--- src/rtl/hsv_colour_bbox_if.sv ---
// Frame-result channel from the colour bounding-box block to the nav/UART side.
// master : drives the result (res_valid plus the res_* payload) and samples res_ready
// slave  : samples the result and drives res_ready
interface hsv_colour_bbox_if;
    logic        res_valid;
    logic        res_ready;
    logic        res_found;
    logic [10:0] res_xmin;
    logic [10:0] res_xmax;
    logic [9:0]  res_ymin;
    logic [9:0]  res_ymax;
    logic [19:0] res_count;

    modport master (
        output res_valid, res_found, res_xmin, res_xmax, res_ymin, res_ymax, res_count,
        input  res_ready
    );

    modport slave (
        input  res_valid, res_found, res_xmin, res_xmax, res_ymin, res_ymax, res_count,
        output res_ready
    );
endinterface

--- src/rtl/hsv_colour_bbox.sv ---
// Classifies each HSV pixel against a programmable window, with hue wrap-around for red.
// Accumulates the bounding box and match count of the matching pixels over one frame,
// then offers one result per frame on a valid/ready channel.
//
// Ports
//   clk, rst_n                  clock, synchronous active-low reset
//   valid_in, sop, eop          pixel strobe, first and last pixel of the frame
//   hsv_h, hsv_s, hsv_v         pixel hue (0..359), saturation, value
//   h_lo, h_hi, s_min, v_min    match window, sampled on the sop pixel
//   match_out, match_vld        per-pixel classification, one cycle after valid_in
//   overrun                     one-cycle pulse when an unread result is overwritten
//   res (master)                frame result: valid/ready, found, box, count
//
// state  | meaning
// IDLE   | waiting for a sop pixel, other pixels ignored
// ACCUM  | inside a frame, accumulating matches
// REPORT | one cycle, publishes the accumulators into the result registers
module hsv_colour_bbox #(
    parameter int IMG_W     = 640,
    parameter int IMG_H     = 480,
    parameter int MIN_COUNT = 16
) (
    input  logic       clk,
    input  logic       rst_n,
    input  logic       valid_in,
    input  logic       sop,
    input  logic       eop,
    input  logic [8:0] hsv_h,
    input  logic [7:0] hsv_s,
    input  logic [7:0] hsv_v,
    input  logic [8:0] h_lo,
    input  logic [8:0] h_hi,
    input  logic [7:0] s_min,
    input  logic [7:0] v_min,
    output logic       match_out,
    output logic       match_vld,
    output logic       overrun,
    hsv_colour_bbox_if.master res
);

    localparam logic [10:0] X_LAST  = 11'(IMG_W - 1);
    localparam logic [9:0]  Y_LAST  = 10'(IMG_H - 1);
    localparam logic [19:0] CNT_MAX = '1;
    localparam logic [19:0] MIN_CNT = 20'(MIN_COUNT);

    typedef enum logic [1:0] {IDLE, ACCUM, REPORT} state_t;

    state_t state, state_nxt;
    logic   load;

    logic [8:0] thr_h_lo, thr_h_hi;
    logic [7:0] thr_s_min, thr_v_min;
    logic [8:0] win_h_lo, win_h_hi;
    logic [7:0] win_s_min, win_v_min;
    logic       frame_start, accum_pix, hue_ok, pix_match;

    logic [10:0] pos_x, cur_x, nxt_x;
    logic [9:0]  pos_y, cur_y, nxt_y;

    logic [10:0] acc_xmin, acc_xmax, base_xmin, base_xmax, upd_xmin, upd_xmax;
    logic [9:0]  acc_ymin, acc_ymax, base_ymin, base_ymax, upd_ymin, upd_ymax;
    logic [19:0] acc_count, base_count, upd_count;

    logic        res_valid_q, res_found_q;
    logic [10:0] res_xmin_q, res_xmax_q;
    logic [9:0]  res_ymin_q, res_ymax_q;
    logic [19:0] res_count_q;

    // Classification. The sop pixel is judged against the window presented with it,
    // every later pixel against the copy latched on sop.
    always_comb begin
        frame_start = valid_in & sop;
        accum_pix   = frame_start | (valid_in & (state == ACCUM));
        if (frame_start) begin
            win_h_lo  = h_lo;
            win_h_hi  = h_hi;
            win_s_min = s_min;
            win_v_min = v_min;
        end else begin
            win_h_lo  = thr_h_lo;
            win_h_hi  = thr_h_hi;
            win_s_min = thr_s_min;
            win_v_min = thr_v_min;
        end
        if (win_h_lo <= win_h_hi)
            hue_ok = (hsv_h >= win_h_lo) && (hsv_h <= win_h_hi);
        else
            hue_ok = (hsv_h >= win_h_lo) || (hsv_h <= win_h_hi);
        pix_match = hue_ok && (hsv_s >= win_s_min) && (hsv_v >= win_v_min);
    end

    // pos_x/pos_y hold the coordinate the next pixel will take; sop forces (0,0).
    always_comb begin
        cur_x = sop ? '0 : pos_x;
        cur_y = sop ? '0 : pos_y;
        if (cur_x == X_LAST) begin
            nxt_x = '0;
            nxt_y = (cur_y == Y_LAST) ? cur_y : cur_y + 10'd1;
        end else begin
            nxt_x = cur_x + 11'd1;
            nxt_y = cur_y;
        end
    end

    // A sop pixel starts from cleared accumulators, so an aborted frame simply vanishes.
    always_comb begin
        if (sop) begin
            base_xmin  = X_LAST;
            base_xmax  = '0;
            base_ymin  = Y_LAST;
            base_ymax  = '0;
            base_count = '0;
        end else begin
            base_xmin  = acc_xmin;
            base_xmax  = acc_xmax;
            base_ymin  = acc_ymin;
            base_ymax  = acc_ymax;
            base_count = acc_count;
        end
        upd_xmin  = base_xmin;
        upd_xmax  = base_xmax;
        upd_ymin  = base_ymin;
        upd_ymax  = base_ymax;
        upd_count = base_count;
        if (pix_match) begin
            if (cur_x < base_xmin) upd_xmin = cur_x;
            if (cur_x > base_xmax) upd_xmax = cur_x;
            if (cur_y < base_ymin) upd_ymin = cur_y;
            if (cur_y > base_ymax) upd_ymax = cur_y;
            if (base_count != CNT_MAX) upd_count = base_count + 20'd1;
        end
    end

    always_ff @(posedge clk) begin
        if (!rst_n) begin
            thr_h_lo  <= '0;
            thr_h_hi  <= '0;
            thr_s_min <= '0;
            thr_v_min <= '0;
            pos_x     <= '0;
            pos_y     <= '0;
            acc_xmin  <= X_LAST;
            acc_xmax  <= '0;
            acc_ymin  <= Y_LAST;
            acc_ymax  <= '0;
            acc_count <= '0;
            match_out <= 1'b0;
            match_vld <= 1'b0;
        end else begin
            if (frame_start) begin
                thr_h_lo  <= h_lo;
                thr_h_hi  <= h_hi;
                thr_s_min <= s_min;
                thr_v_min <= v_min;
            end
            if (accum_pix) begin
                pos_x     <= nxt_x;
                pos_y     <= nxt_y;
                acc_xmin  <= upd_xmin;
                acc_xmax  <= upd_xmax;
                acc_ymin  <= upd_ymin;
                acc_ymax  <= upd_ymax;
                acc_count <= upd_count;
            end
            match_vld <= valid_in;
            match_out <= valid_in & pix_match;
        end
    end

    always_ff @(posedge clk) begin
        if (!rst_n) state <= IDLE;
        else        state <= state_nxt;
    end

    // A sop arriving during REPORT opens the next frame straight away so back-to-back
    // frames are not lost; REPORT still publishes the previous frame's accumulators.
    always_comb begin
        state_nxt = state;
        load      = 1'b0;
        case (state)
            IDLE: begin
                if (frame_start) state_nxt = eop ? REPORT : ACCUM;
            end
            ACCUM: begin
                if (valid_in && eop) state_nxt = REPORT;
            end
            REPORT: begin
                load = 1'b1;
                if (frame_start) state_nxt = eop ? REPORT : ACCUM;
                else             state_nxt = IDLE;
            end
            default: state_nxt = IDLE;
        endcase
    end

    // A load wins over an accept in the same cycle, so res_valid then stays high.
    always_ff @(posedge clk) begin
        if (!rst_n) begin
            res_valid_q <= 1'b0;
            res_found_q <= 1'b0;
            res_xmin_q  <= '0;
            res_xmax_q  <= '0;
            res_ymin_q  <= '0;
            res_ymax_q  <= '0;
            res_count_q <= '0;
            overrun     <= 1'b0;
        end else begin
            overrun <= 1'b0;
            if (load) begin
                res_valid_q <= 1'b1;
                overrun     <= res_valid_q & ~res.res_ready;
                res_found_q <= (acc_count >= MIN_CNT);
                res_count_q <= acc_count;
                if (acc_count == '0) begin
                    res_xmin_q <= '0;
                    res_xmax_q <= '0;
                    res_ymin_q <= '0;
                    res_ymax_q <= '0;
                end else begin
                    res_xmin_q <= acc_xmin;
                    res_xmax_q <= acc_xmax;
                    res_ymin_q <= acc_ymin;
                    res_ymax_q <= acc_ymax;
                end
            end else if (res_valid_q && res.res_ready) begin
                res_valid_q <= 1'b0;
            end
        end
    end

    assign res.res_valid = res_valid_q;
    assign res.res_found = res_found_q;
    assign res.res_xmin  = res_xmin_q;
    assign res.res_xmax  = res_xmax_q;
    assign res.res_ymin  = res_ymin_q;
    assign res.res_ymax  = res_ymax_q;
    assign res.res_count = res_count_q;

endmodule

--- src/flat_wrapper.sv ---
// flat-port wrapper written by rule: the top's interface ports become plain ports
module hsv_colour_bbox_flat 
#(
    parameter int IMG_W     = 640,
    parameter int IMG_H     = 480,
    parameter int MIN_COUNT = 16
)
  (clk, rst_n, valid_in, sop, eop, hsv_h, hsv_s, hsv_v, h_lo, h_hi, s_min, v_min, match_out, match_vld, overrun, res_res_valid, res_res_found, res_res_xmin, res_res_xmax, res_res_ymin, res_res_ymax, res_res_count, res_res_ready);
  hsv_colour_bbox_if res_i ();
  input  logic clk;
  input  logic rst_n;
  input  logic valid_in;
  input  logic sop;
  input  logic eop;
  input  logic [8:0] hsv_h;
  input  logic [7:0] hsv_s;
  input  logic [7:0] hsv_v;
  input  logic [8:0] h_lo;
  input  logic [8:0] h_hi;
  input  logic [7:0] s_min;
  input  logic [7:0] v_min;
  output logic match_out;
  output logic match_vld;
  output logic overrun;
  output wire logic [$bits(res_i.res_valid)-1:0] res_res_valid;
  output wire logic [$bits(res_i.res_found)-1:0] res_res_found;
  output wire logic [$bits(res_i.res_xmin)-1:0] res_res_xmin;
  output wire logic [$bits(res_i.res_xmax)-1:0] res_res_xmax;
  output wire logic [$bits(res_i.res_ymin)-1:0] res_res_ymin;
  output wire logic [$bits(res_i.res_ymax)-1:0] res_res_ymax;
  output wire logic [$bits(res_i.res_count)-1:0] res_res_count;
  input wire logic [$bits(res_i.res_ready)-1:0] res_res_ready;
  assign res_res_valid = res_i.res_valid;
  assign res_res_found = res_i.res_found;
  assign res_res_xmin = res_i.res_xmin;
  assign res_res_xmax = res_i.res_xmax;
  assign res_res_ymin = res_i.res_ymin;
  assign res_res_ymax = res_i.res_ymax;
  assign res_res_count = res_i.res_count;
  assign res_i.res_ready = res_res_ready;
  hsv_colour_bbox #(.IMG_W(IMG_W), .IMG_H(IMG_H), .MIN_COUNT(MIN_COUNT)) u_core (.clk(clk), .rst_n(rst_n), .valid_in(valid_in), .sop(sop), .eop(eop), .hsv_h(hsv_h), .hsv_s(hsv_s), .hsv_v(hsv_v), .h_lo(h_lo), .h_hi(h_hi), .s_min(s_min), .v_min(v_min), .match_out(match_out), .match_vld(match_vld), .overrun(overrun), .res(res_i));
endmodule
--- config.mk ---
export PLATFORM = sky130hd
export DESIGN_NAME = hsv_colour_bbox_flat
export DESIGN_NICKNAME = d
export VERILOG_FILES = /design/src/rtl/hsv_colour_bbox_if.sv /design/src/rtl/hsv_colour_bbox.sv /design/src/flat_wrapper.sv
export SDC_FILE = /design/constraint.sdc
export NUM_CORES = 1
export LEC_CHECK = 0
export ABC_AREA = 1
export BUFFER_PORTS_ARGS = -buffer_cell sky130_fd_sc_hd__buf_2
export CORE_MARGIN = 4
export CORE_UTILIZATION = 53
export DETAILED_ROUTE_END_ITERATION = 7
export PLACE_DENSITY_LB_ADDON = 0.05
export SETUP_SLACK_MARGIN = 0.2
export SLEW_MARGIN = 5
export SYNTH_ARGS = -nofsm -noshare
export SYNTH_HDL_FRONTEND = slang
export SYNTH_SLANG_ARGS = --single-unit
--- constraint.sdc ---
create_clock -name clk -period 3.71 [get_ports clk]
set_input_delay 0.5565 -clock clk [delete_from_list [all_inputs] [get_ports clk]]
set_output_delay 0.5565 -clock clk [all_outputs]
set_load 0.1 [all_outputs]
==> Word-level counts from Yosys, hierarchy flattened <==
Cells that the tools add are included.
{ "word_totals": {"ff_bits": 186, "in_bits": 65, "word_cells": 96} }
{ "classes": {"add_sub_neg": 3, "order_cmp": 10, "n_eq_ne": 7, "n_mux": 37, "n_bitwise": 6, "reduce_logical": 11} }
{ "op_table": {"columns": ["operator", "count"], "rows": [
  ["$mux W10", 11],
  ["$mux W11", 10],
  ["$mux W20", 3],
  ["$add A20 B1 Y20 const B", 1],
  ["$ge A20 B5 Y1 const B", 1],
  ["$logic_not A20 Y1", 1],
  ["$ne A20 B20 Y1 const B", 1],
  ["$le A9 B9 Y1", 2],
  ["$mux W9", 2],
  ["$ge A8 B8 Y1", 2],
  ["$mux W8", 2],
  ["$add A11 B1 Y11 const B", 1],
  ["$eq A11 B10 Y1 const B", 1],
  ["$gt A11 B11 Y1", 1],
  ["$lt A11 B11 Y1", 1],
  ["$add A10 B1 Y10 const B", 1],
  ["$eq A10 B9 Y1 const B", 1],
  ["$gt A10 B10 Y1", 1],
  ["$lt A10 B10 Y1", 1],
  ["$ge A9 B9 Y1", 1],
  ["$mux W2", 4],
  ["$pmux W2 S3", 1],
  ["$logic_and A1 B1 Y1", 5],
  ["$and A1 B1 Y1", 4],
  ["other kinds (11)", 15]
]} }

==> Logic depth before layout (Yosys ltp) <==
{ "depth": {"depth_word": 8, "mapped_depth": 22} }

==> Worst setup path after synthesis <==
Ideal clock, no wire load.
{ "synth_path": {"kind": "input port to flip-flop", "from": "input sop", "to": "register u_core.acc_ymax[1]", "setup_time_ns": 0.109, "arrival_time_ns": 3.239, "setup_slack_ns": 0.362, "path_stages": 19, "cell_sequence": "buf_6 buf_6 buf_2 clkbuf_1 buf_1 nor2_1 ha_1 nand2_1 nor3_1 o21ai_0 o211ai_1 nand2_1 inv_1 clkbuf_1 o21ai_0 nand2_1 nand3_1 nand2_1 inv_1"} }
{ "synth_between": {"elab_chain_len": 8, "elab_cells_between_ends": 21, "classes_between": "6 x order compare; 9 x mux; 2 x bitwise; 4 x reduce/logical"} }
{ "synth_rtl": {"columns": ["item", "line_no", "rtl"], "rows": [
  ["start, declared", "flat_wrapper.sv:13", "input logic sop;"],
  ["$and A1 B1 Y1", "hsv_colour_bbox.sv:72", "frame_start = valid_in & sop;"],
  ["$mux W9", null, null],
  ["$ge A9 B9 Y1 / $le A9 B9 Y1 (equally long branches)", "hsv_colour_bbox.sv:86, hsv_colour_bbox.sv:88", null],
  ["$logic_or A1 B1 Y1 / $logic_and A1 B1 Y1 (equally long branches)", "hsv_colour_bbox.sv:88, hsv_colour_bbox.sv:86", null],
  ["$mux W1", "hsv_colour_bbox.sv:85", "if (win_h_lo <= win_h_hi)"],
  ["$logic_and A1 B1 Y1 (2 in series)", "hsv_colour_bbox.sv:89", "pix_match = hue_ok && (hsv_s >= win_s_min) && (hsv_v >= win_v_min);"],
  ["$mux W10", "hsv_colour_bbox.sv:125", "if (pix_match) begin"],
  ["end signal, assigned", "hsv_colour_bbox.sv:162", "acc_ymax <= upd_ymax;"],
  ["end, declared", "hsv_colour_bbox.sv:61", "logic [9:0] acc_ymin, acc_ymax, base_ymin, base_ymax, upd_ymin, upd_ymax;"]
]} }
Parallel ways exist; a longest one is shown, timed or not.
A chain may end at the register's enable or synchronous reset.

==> Worst setup path after layout <==
{ "layout_path": {"from": "input sop", "to": "register u_core.acc_xmax[9]"} }
{ "layout_between": {"elab_chain_len": 8, "elab_cells_between_ends": 21, "classes_between": "6 x order compare; 9 x mux; 2 x bitwise; 4 x reduce/logical"} }
{ "layout_rtl": {"columns": ["item", "line_no", "rtl"], "rows": [
  ["$and A1 B1 Y1", "hsv_colour_bbox.sv:72", null],
  ["$mux W9", null, null],
  ["$ge A9 B9 Y1 / $le A9 B9 Y1 (equally long branches)", "hsv_colour_bbox.sv:86, hsv_colour_bbox.sv:88", null],
  ["$logic_or A1 B1 Y1 / $logic_and A1 B1 Y1 (equally long branches)", "hsv_colour_bbox.sv:88, hsv_colour_bbox.sv:86", null],
  ["$mux W1", "hsv_colour_bbox.sv:85", null],
  ["$logic_and A1 B1 Y1 (2 in series)", "hsv_colour_bbox.sv:89", null],
  ["$mux W11", "hsv_colour_bbox.sv:125", null],
  ["end signal, assigned", "hsv_colour_bbox.sv:160", "acc_xmax <= upd_xmax;"],
  ["end, declared", "hsv_colour_bbox.sv:60", "logic [10:0] acc_xmin, acc_xmax, base_xmin, base_xmax, upd_xmin, upd_xmax;"]
]} }
Parallel ways exist; a longest one is shown, timed or not.

==> metrics.md <==
| Metric | Value |
|---|---|
| Result of the run | finished clean |
| DRC | 0 |
| Routed WL | ~27000 um |
| Largest net degree at the start of global routing | 128 |
| Diodes inserted | 0 |
| Most common cell after layout, fill and taps aside | nand2_1 |
| Cell area after technology mapping | 10880 sq um |
| Max-cap viol count | 0 |
| Signed area change from the synthesized netlist to the final layout | 13.76% |
| Input/output buffers | 131 |
| Library cell appearing most often on the critical path | nand2_1 |
| Leakage dissipation | 5.725 nW |
| Crit path max fanout | 72 |
| Overall die area | around 23000 sq um |
| Number of buffers added by the clock tree synthesis step | 17 |
| Kind of launch point of the worst setup path | primary input |
| Required time reported for the critical path endpoint | between 4000 and 5000 ps |
| Clock Path Buffers | 2 |
| Number of instances in the synthesized netlist | between 1500 and 2000 |
| Async set or reset register ratio after synthesis | 0 |
| Global Route Usage Sum | 0.2434 |
| Post-synthesis sequential area ratio | 0.3424 |
| DIE WIDTH | between 150 and 200 um |
| Final hold slack | 370.9 ps |
| Ordered list of cells on the worst path | buf_2 -> buf_12 -> inv_1 -> nand2_1 -> inv_1 -> ha_1 -> nand2_1 -> nor4_1 -> nand2_1 -> o2111ai_1 -> nand2_1 -> inv_1 -> nand3_2 -> nand2_1 -> nand3_1 -> nand2_1 -> inv_1 |
| Worst-case clock skew | 17.34 ps |
| Relative slew margins | 0.3064 |
| WP data arrival | 3500 ps |
| Worst hold path class | primary input to flop |
| Synthesized flop and latch total | roughly 190 |
| Drt initial violations | 623 |
| Global-route wire length before repair | 46040 um |
| Final worst path period share | 0.8505 |
| Total vias in the final route | 10510 |
| Critical path class | primary input to flop |
| Pwr/cell area | about 430 nW/um^2 |
| Share of layout cells above drive strength 1 | 0.1329 |
| Maximum clock frequency | 0.3169 GHz |
| Setup repair after global routing missed its margin | no |
| Total of warnings raised by yosys | 0 |
| Mapped Avg Cell Area | about 6.8 sq um |
| Clock latency of the later-clocked register in the worst-skew pair | 450 ps |
| Global route overflow | 0 |
| Average wire length per cell after detail routing | 13.84 um |
| Setup repair bufs after CTS | 0 |
| Delay of the slowest cell on the worst path | 350 ps |
| Most frequent cells in the layout | nand2_1 (325), inv_1 (205), nor2_1 (198) |
| Vias in the first global route | 9664 |
| Placer Congestion | between 0.8 and 0.9 |
| Slew at the pin closest to its max-slew limit | 1040 ps |
| Effective utilization at floorplan | 0.5375 |
| Final-layout setup total negative slack | 0 ps |
| Post-synth net total | roughly 1700 |
| Vertical die dimension | 151.2 um |
| Clock sink count | 186 |
| H-Tree Level Count | 4 |
| Clock transition at path regs | 80 ps |
| Cell row count | 52 |
| Peak supply drop | 0.0003450 V |
| Number of synthesized flops with an enable pin | 0 |
| Post-detailed-route via-to-cell ratio | 5.293 |
| Nature of the critical path endpoint | flop |
| Count of cell types in the netlist | between 40 and 50 |
| Total number of nets in the final design | 1846 |
| Final setup violation count | 0 |
| I/O pin count | roughly 130 |
| Clock tree from TritonCTS | yes |
| Endpoints failing hold | 0 |
| Root buf cell | clkbuf_16 |
| Hold_buf cts | 0 |
| Core region area | 20230 sq um |
| Final slew viol count | 0 |
| Most common flop cell mapped by yosys | dfxtp_1 |
| Detailed-router iteration count before antenna repair | 6 |
| Initial antenna violation count | 1 |
| Cells resized by post-CTS repair | 0 |
| Final period demand of the worst path | 3155 ps |
| Critical path's slowest cell | inv_1 |
| HPWL after detailed placement | 19500 um |
| Antenna viol nets, final | 0 |
-- final timing paths --
check / startpoint / endpoint / cells after the start / slack (ps)
hold reg to reg: u_core.acc_xmax[4] / u_core.res.res_xmax[4] / 2 / 460
setup reg to reg: u_core.thr_h_lo[8] / u_core.acc_xmax[9] / 16 / 830
hold / removal: res_res_ready / u_core.overrun / 3 / 370
setup / recovery: sop / u_core.acc_xmax[9] / 17 / 550
-- synth_stat cells, drive strengths merged (19+ instances only) --
cell	count	area, sq um
buf	34	211.5
nand4	54	337.8
dfxtp	186	3724
mux2i	19	190.2
inv	206	773.2
o21ai	107	539.3
nor3	22	115.1
ha	79	988.5
nor2	205	822.0
nand2	332	1282
nand3	101	545.5
clkbuf	48	180.2
a21oi	151	755.7
-- cell families (layout without fill, tap and decap cells) --
logic type,count (synthesis),count (layout),synth area share
adders and majority gates,79,79,0.09089
buffers and inverters,289,405,0.1075
and+or+nand+nor,733,733,0.2983
DFF,186,186,0.3424
muxes,19,19,0.01749
AOI/OAI and AO/OA,289,289,0.1402
xor gates and xnor gates,4,4,0.003222
-- sequential cells by signal (all words and copies together) (netlist names), 11 cells and up --
register and flops:
u_core.acc_count 20, u_core.pos_x 11, u_core.acc_xmax 11, u_core.res.res_xmax 11
u_core.acc_xmin 11, u_core.res.res_xmin 11, u_core.res.res_count 20
-- metal layers --
layer	up-vias	global-route usage	wire length (um)
met5	-	0	13
met4	2	0.07298	383
met3	38	0.03680	1323
met2	265	0.3916	12360
met1	4746	0.3373	13390
li1	5455	-	-
-- metrics by stage --
stage                     setup slack, ps  utilization  cell area, sq um  std cells  power [mW]
after floorplan                     362.1            -             10880       1599       3.269
after global placement              192.1       0.5824             11790       1953       3.520
after detailed placement            110.5       0.5824             11790       1953       3.538
after CTS                           536.2       0.6110             12360       1985       5.335
after global routing                247.6       0.6114             12370       1985       5.569
final                               554.8       0.6114             12370       1985       5.298
-- area by class of cell --
| class | count | area, sq um |
|---|---|---|
| Clock buffer | 17 | 425.4 |
| Clock inverter | 15 | 152.6 |
| Fill cell | 1959 | 7863 |
| Inverter | 207 | 778.2 |
| Multi-Input combinational cell | 1124 | 6011 |
| Sequential cell | 186 | 3724 |
| Tap cell | 270 | 337.8 |
| Timing Repair Buffer | 166 | 943.4 |
-- worst max-delay path: cells and delay by family --
family / cells / cell delay, ps
AOI/OAI and AO/OA: 1 / 80
adders and majority gates: 1 / 310
buffers and inverters: 6 / 1150
and+or+nand+nor: 9 / 1340
-- report_power, final --
part	internal (mW)	total (mW)	switching, mW
clock	0.898	1.80	0.902
combinational	0.325	1.33	1.00
sequential	2.11	2.17	0.0606
(Power assumes the default switching activity.)
